## config.mk

```make
export PLATFORM = sky130hd
export DESIGN_NAME = ram_port_arbiter
export DESIGN_NICKNAME = d
export VERILOG_FILES = /design/src/rtl/ram_port_arbiter_pkg.sv /design/src/rtl/ram_port_arbiter_mem_wait_timer.sv /design/src/rtl/ram_port_arbiter.sv
export SDC_FILE = /design/constraint.sdc
export NUM_CORES = 1
export LEC_CHECK = 0
export CORE_ASPECT_RATIO = 0.8
export CORE_UTILIZATION = 40
export CTS_BUF_LIST = sky130_fd_sc_hd__clkbuf_8
export DETAILED_ROUTE_END_ITERATION = 10
export DONT_BUFFER_PORTS = 1
export SYNTH_ARGS = -nofsm -noshare
export SYNTH_HDL_FRONTEND = slang
export SYNTH_SLANG_ARGS = --single-unit
```

## constraint.sdc

```tcl
create_clock -name clk -period 2.1 [get_ports clk]
set_input_delay 0.63 -clock clk [delete_from_list [all_inputs] [get_ports clk]]
set_output_delay 0.63 -clock clk [all_outputs]
set_load 0.005 [all_outputs]
```

## src/rtl/ram_port_arbiter_pkg.sv

```systemverilog
// ram_port_arbiter_pkg: shared types and helpers for the RAM port arbiter
//   arb_state_t  arbiter FSM states (IDLE, ACCESS, DONE)
//   OWNER_*      owner encoding used by arbitration
//   cnt_width    wait-counter width for a given wait-state count
package ram_port_arbiter_pkg;
    typedef enum logic [1:0] {IDLE, ACCESS, DONE} arb_state_t;
    localparam logic OWNER_FETCH = 1'b0;
    localparam logic OWNER_DATA  = 1'b1;
    function automatic int cnt_width(input int w);
        return (w < 1) ? 1 : $clog2(w + 1);
    endfunction
endpackage

```

## src/rtl/ram_port_arbiter_mem_wait_timer.sv

```systemverilog
// mem_wait_timer: loadable down-counter for RAM wait states
//   clk, Reset_n  clock, async active-low reset
//   load, value   load counter with value
//   dec           decrement while non-zero
//   zero          counter is zero
module mem_wait_timer #(
    parameter int CW = 1
) (
    input  logic          clk,
    input  logic          Reset_n,
    input  logic          load,
    input  logic          dec,
    input  logic [CW-1:0] value,
    output logic          zero
);
    logic [CW-1:0] cnt;
    always_ff @(posedge clk or negedge Reset_n)
        if (!Reset_n) cnt <= '0;
        else if (load) cnt <= value;
        else if (dec && cnt != '0) cnt <= cnt - CW'(1);
    assign zero = (cnt == '0);
endmodule

```

## src/rtl/ram_port_arbiter.sv

```systemverilog
// ram_port_arbiter: shares one single-port RAM between fetch and load/store paths
//   fetch port : f_req, f_addr -> f_gnt, f_done
//   data port  : d_req, d_we, d_addr, d_wdata -> d_gnt, d_done
//   RAM side   : ram_addr, ram_wdata, ReadRAM, WriteRAM <- ram_rdata
//   rdata      : last completed read, busy: FSM not idle
//   ARB_RR_EN  : alternate owner on contested requests (default: data wins)
module ram_port_arbiter
    import ram_port_arbiter_pkg::*;
#(
    parameter int ADDR_W   = 9,
    parameter int DATA_W   = 32,
    parameter int MEM_WAIT = 1
) (
    input  logic              clk,
    input  logic              Reset_n,
    input  logic              f_req,
    input  logic [ADDR_W-1:0] f_addr,
    output logic              f_gnt,
    output logic              f_done,
    input  logic              d_req,
    input  logic              d_we,
    input  logic [ADDR_W-1:0] d_addr,
    input  logic [DATA_W-1:0] d_wdata,
    output logic              d_gnt,
    output logic              d_done,
    output logic [DATA_W-1:0] rdata,
    output logic [ADDR_W-1:0] ram_addr,
    output logic [DATA_W-1:0] ram_wdata,
    input  logic [DATA_W-1:0] ram_rdata,
    output logic              ReadRAM,
    output logic              WriteRAM,
    output logic              busy
);
    localparam int CW = cnt_width(MEM_WAIT);
    arb_state_t state;
    logic pick, sel_we, zero;
`ifdef ARB_RR_EN
    logic last_owner;
    assign pick = d_req & (!f_req | last_owner == OWNER_FETCH);
`else
    assign pick = d_req;
`endif
    assign sel_we = pick & d_we;
    mem_wait_timer #(.CW(CW)) u_timer (
        .clk    (clk),
        .Reset_n(Reset_n),
        .load   (state == IDLE && (f_req || d_req)),
        .dec    (state == ACCESS),
        .value  (CW'(MEM_WAIT)),
        .zero   (zero)
    );
    // WriteRAM stays high for the whole ACCESS state, so it doubles as the latched we
    always_ff @(posedge clk or negedge Reset_n)
        if (!Reset_n) begin
            state     <= IDLE;
            f_gnt     <= 1'b0;
            d_gnt     <= 1'b0;
            f_done    <= 1'b0;
            d_done    <= 1'b0;
            rdata     <= '0;
            ram_addr  <= '0;
            ram_wdata <= '0;
            ReadRAM   <= 1'b0;
            WriteRAM  <= 1'b0;
            busy      <= 1'b0;
`ifdef ARB_RR_EN
            last_owner <= OWNER_DATA;
`endif
        end else
            case (state)
                IDLE:
                    if (f_req || d_req) begin
                        state     <= ACCESS;
                        busy      <= 1'b1;
                        f_gnt     <= pick == OWNER_FETCH;
                        d_gnt     <= pick == OWNER_DATA;
                        ReadRAM   <= !sel_we;
                        WriteRAM  <= sel_we;
                        ram_addr  <= pick ? d_addr : f_addr;
                        ram_wdata <= pick ? d_wdata : ram_wdata;
`ifdef ARB_RR_EN
                        last_owner <= pick;
`endif
                    end
                ACCESS:
                    if (zero) begin
                        state    <= DONE;
                        ReadRAM  <= 1'b0;
                        WriteRAM <= 1'b0;
                        f_done   <= f_gnt;
                        d_done   <= d_gnt;
                        rdata    <= WriteRAM ? rdata : ram_rdata;
                    end
                DONE: begin
                    state  <= IDLE;
                    f_gnt  <= 1'b0;
                    d_gnt  <= 1'b0;
                    f_done <= 1'b0;
                    d_done <= 1'b0;
                    busy   <= 1'b0;
                end
                default: state <= IDLE;
            endcase
endmodule

```

==> results.json <==
{
  "final_cell_mix": "83 x dfrtp_1, 52 x mux2_2, 30 x mux2_4",
  "synth-edff-count": 0,
  "wl_per_cell_um": 18.6,
  "syn-instance-count": 210,
  "reg2reg_to": "rdata[0]",
  "antenna_found_initial": 0,
  "drv_slew": 0,
  "ioPinCount": 167,
  "vias": 1713,
  "num_rows": 29,
  "grt_pass1_wl_um": 9890,
  "drtIter0Drc": 77,
  "viasPerCell": 5.21,
  "ys_seq_area_share_pct": 60.8,
  "drive_above_1_share_pct": 48.0,
  "leakagePower_nw": 1.62,
  "layout_min_cycle_time_ns": 1.72,
  "cts_tree": "done",
  "yosys.area.top_type_share_pct": 60.8,
  "antenna_left": 0,
  "dp_hpwl_um": 4340,
  "maxCapViolCount": 0,
  "async_flop_share_pct": 100,
  "drc_errors": 0,
  "power_density_nw_per_um2": 1650,
  "post_cts_buffers": 0,
  "endpoint": "rdata[0]",
  "grt_max_degree": 84,
  "tightestPinTransition_ns": 0.518,
  "die_h_um": 84.7,
  "critPathKind": "reg2reg",
  "cts.sinks": 83,
  "ir_drop_uv": 614,
  "core-area_um2": 8090,
  "cts.htree.levels": 3,
  "path_clk_slew_ns": 0.08,
  "yosys_register_bits": 83,
  "fmax_ghz": 0.581,
  "arrival_ns": 1.95,
  "final_common_cell": "dfrtp_1",
  "place.port_buffers": 0,
  "netlist_area_um2": 3420,
  "clockBufferDepth": 2,
  "hold_path.class": "in2async",
  "initial_utilization_pct": 42.2,
  "cts_buffers": 9,
  "grt_pass1_vias": 1901,
  "crit_start": "u_timer.cnt",
  "groute.usage.overall_pct": 14.6,
  "fin_cells": 329,
  "yosys_warnings": 0,
  "violations": "negative hold slack",
  "rrSetupSlack_ns": 0.38,
  "hold_viol": 83,
  "skew_ns": 0.00995,
  "clock_latency_ns": 0.34,
  "cts.repair.resized": 0,
  "routed_wl_um": 6120,
  "path_max_fanout": 21,
  "timing.slew.headroom_pct": 65.1,
  "r2r_cells": 4,
  "finalSetupTns_ns": 0,
  "endpoint_kind": "flop",
  "outcome": "complete, but fails checks",
  "syn_area_per_cell_um2": 16.3,
  "antenna_cells": 0,
  "cts_root_buf": "clkbuf_8",
  "yosys-top-cells-area": "dfrtp_1 61%, mux2_2 17%, mux2_4 13%",
  "synth_top_cell_by_area": "dfrtp_1",
  "dp_cells": 313,
  "nNetsFinal": 303,
  "gp_congestion": 0.674,
  "r2r_start": "u_timer.cnt",
  "grt.overflow.total": 0,
  "synth_fp_nets": 297,
  "firstDrtPassIters": 4,
  "synthFlopType": "dfrtp_1",
  "whs_ns": -0.0203,
  "dieArea_um2": 8920,
  "setup_viol_count_final": 0,
  "worst-endpoint-required_ns": 2.33,
  "fin_crit_sh_pct": 81.9,
  "rsz0062_at_grt": "false",
  "areaGrowthSynthToFinish_pct": 9.08,
  "die_w_um": 105,
  "start_kind": "flop",
  "synthDistinctLibCells": 25
}
-- cell type report --
cell class,instances,area (um2)
clock buffers,12,165
clock inverters,4,32.5
fillers,712,4360
inverters,5,18.8
multi-input cells,112,1240
flip-flops and latches,83,2080
well taps,108,135
repair buffers,5,62.6
-- routing by layer --
metal | routed length (um) | vias to the layer above | GRT usage, %
met2 | 2830 | 137 | 22.4
met4 | 122 | 0 | 7.04
li1 | - | 748 | -
met3 | 746 | 10 | 7.30
met5 | 0 | - | 0
met1 | 2420 | 818 | 17.1
-- cells by family (layout without fill, tap and decap cells) --
family                 after synthesis  in the layout  share of synthesized area (%)
flip-flops                          83             83                           60.8
multiplexers                        82             82                           30.3
AND/OR/NAND/NOR                     16             16                           3.00
buffers and inverters               15             26                           3.22
AO/OA/AOI/OAI                       14             14                           2.67
-- registers in the layout (all words and copies together) (netlist names) --
register and cells:
f_gnt 1, busy 1, d_done 1, state 2, d_gnt 1, WriteRAM 1
f_done 1, u_timer.cnt 1, ram_addr 9, ram_wdata 32, ReadRAM 1, rdata 32
-- power by group --
group | switching (mW) | internal (mW) | leakage [nW]
logic | 0.680 | 1.28 | 0.547
clock network | 0.550 | 0.533 | 0.0952
registers | 0.686 | 2.43 | 0.979
total | 1.92 | 4.25 | 1.62
-- worst min-delay path by stage --
stage / startpoint / to / slack (ns) / cells after the start
6_report: Reset_n / ram_wdata[11] / -0.02 / 0
5_1_grt: Reset_n / ram_addr[6] / -0.07 / 0
4_1_cts: Reset_n / ram_addr[2] / -0.05 / 0
3_5_place_dp: Reset_n / ram_wdata[31] / 0.34 / 0
3_3_place_gp: Reset_n / ram_wdata[31] / 0.34 / 0
2_1_floorplan: Reset_n / ReadRAM / 0.33 / 0
-- critical path, stage by stage, from the launching register on --
cell,delay [ns]
dfrtp_1,0.43
or3b_4,0.44
nor2_8,0.18
buf_12,0.22
mux2_2,0.35
-- synth_stat cells (2+ instances only) --
library cell and count:
buf_4 3, o21ai_0 5, nand2_1 6, mux2_2 52, nor2b_1 4, inv_1 5
dfrtp_1 83, nor2_1 2, a21oi_1 2, o21a_1 2, mux2_4 30, buf_8 3
-- metrics by stage --
| step | utilization (%) | power (mW) | setup WS [ns] | area (um2) | hold WS, ns |
|---|---|---|---|---|---|
| 6_report | 46.1 | 6.17 | 0.380 | 3730 | -0.0203 |
| 3_3_place_gp | 43.6 | 5.07 | 0.408 | 3530 | 0.336 |
| 3_5_place_dp | 43.6 | 5.15 | 0.387 | 3530 | 0.336 |
| 4_1_cts | 46.1 | 6.28 | 0.379 | 3730 | -0.0528 |
| 5_1_grt | 46.1 | 6.59 | 0.321 | 3730 | -0.0687 |
| 2_1_floorplan | - | 4.74 | 0.380 | 3420 | 0.334 |
(Power assumes the default switching activity.)
==> edit, RTL diff (same settings) <==
Add a define of `ARB_RR_EN`.
--- a/src/rtl/ram_port_arbiter.sv
+++ b/src/rtl/ram_port_arbiter.sv
@@ -4,6 +4,8 @@
 //   RAM side   : ram_addr, ram_wdata, ReadRAM, WriteRAM <- ram_rdata
 //   rdata      : last completed read, busy: FSM not idle
 //   ARB_RR_EN  : alternate owner on contested requests (default: data wins)
+`define ARB_RR_EN
+
 module ram_port_arbiter
     import ram_port_arbiter_pkg::*;
 #(
Function: changed (Yosys sat finds a counterexample within 4 cycles, from zero or initial values and one cycle with Reset_n low).
==> edit against the original RTL <==
Count of clock-buffer cells in the layout down 3; synthesized area up 1.2%; power up 7.3%; design area up 1.9%; sequential cell count up 1; non-clock buffer count up 3; the flow still finishes with violations (hold timing); setup slack better by 0.029 ns; critical endpoint is now rdata[10]; worst hold slack worse by 0.0098 ns; wire length up 11%.
==> edit: results (changes against the original RTL) <==
status=finished with violations (unchanged); violated checks=hold timing (unchanged); worst hold-check slack=-0.0300 ns (was -0.0203 ns); Post-Route M1 WL=2.77 mm (was 2.42 mm); Post-Layout Cell Count=334 (was 329); area of the core=8160 um^2 (was 8090 um^2); worst setup timing slack at the placement stage=0.402 ns (was 0.387 ns); largest net degree at the start of global routing=85 (was 84); Area after DPL=3560 um^2 (was 3530 um^2); non-clock buffer instance count of the final layout=8 (was 5); fillers=730 (was 712); worst vdd ir=0.000624 V (was 0.000614 V); total wire length=6.83 mm (was 6.12 mm); slowest CP cell=dfrtp_1 (was or3b_4); Synth Net Count=301 (was 297); power per cell area=1740 nW/um^2 (was 1650 nW/um^2); multiplexer share of the synthesized area=24.8% (was 30.3%); FF-to-FF setup slack=0.41 ns (was 0.38 ns); top cell types by occurrence after synthesis=dfrtp_1 (83), mux2_2 (36), mux2_4 (30) (was dfrtp_1 (83), mux2_2 (52), mux2_4 (30)); global router's overall resource usage=15.3% (was 14.6%); Met3 Wirelength=823 um (was 746 um); first-pass GRT wire length=10.6 mm (was 9.89 mm); leak pwr=1.70 nW (was 1.62 nW); worst relative slew slack=57.5% (was 65.1%); gate count after technology mapping=214 (was 210); met2 layer wire length in the routed design=3.16 mm (was 2.83 mm); worst-path fanout max=10 (was 21); Seq/Total Area, Yosys=60.8% (about the same); via-per-instance ratio=5.32 (was 5.21); number of placed cells counting well taps=318 (was 313); arrival time of data at the critical path endpoint=1.92 ns (was 1.95 ns); routability-driven placement congestion ratio=0.712 (was 0.674); number of nets in the final layout=308 (was 303); Compound-Gate Fraction of Synth Area=6.08% (was 2.67%); Detailed Place HPWL=4.75 mm (was 4.34 mm); final hold violation count=83 (unchanged); r2r endpoint=rdata[10] (was rdata[0]); met1 track demand over resource in global routing=18.6% (was 17.1%); clock sink count=84 (was 83); Multi-input comb cells=115 (was 112)
[edit: changes by cell type in the layout (fill, tap and decap cells not counted), sizes merged, moves of 3 or more]
| cell | delta |
|---|---|
| a221o | +8 |
| clkbuf | -3 |
| bufinv | +3 |
| nand2 | +3 |
| nor2b | -3 |
| and3 | +8 |
| mux2 | -16 |
| buf | +3 |
[edit: cells by family (layout without fill, tap and decap cells)]
kind of cell / Yosys count / in the layout
AOI/OAI and AO/OA: 23 / 23
muxes: 66 / 66
DFF: 84 / 84
and+or+nand+nor: 26 / 26
buffers and inverters: 15 / 27
[edit: report_power, final]
part / internal (mW) / switching (mW)
Sequential: 2.46 / 0.674
Clock: 0.788 / 0.571
Combinational: 1.34 / 0.782
Total: 4.59 / 2.03
[edit: worst max-delay path: cells and delay by family (launching register included)]
kind / cells / cell delay (ns)
buf+inv: 1 / 0.23
mux: 1 / 0.31
flops: 1 / 0.45
simple gates: 2 / 0.58
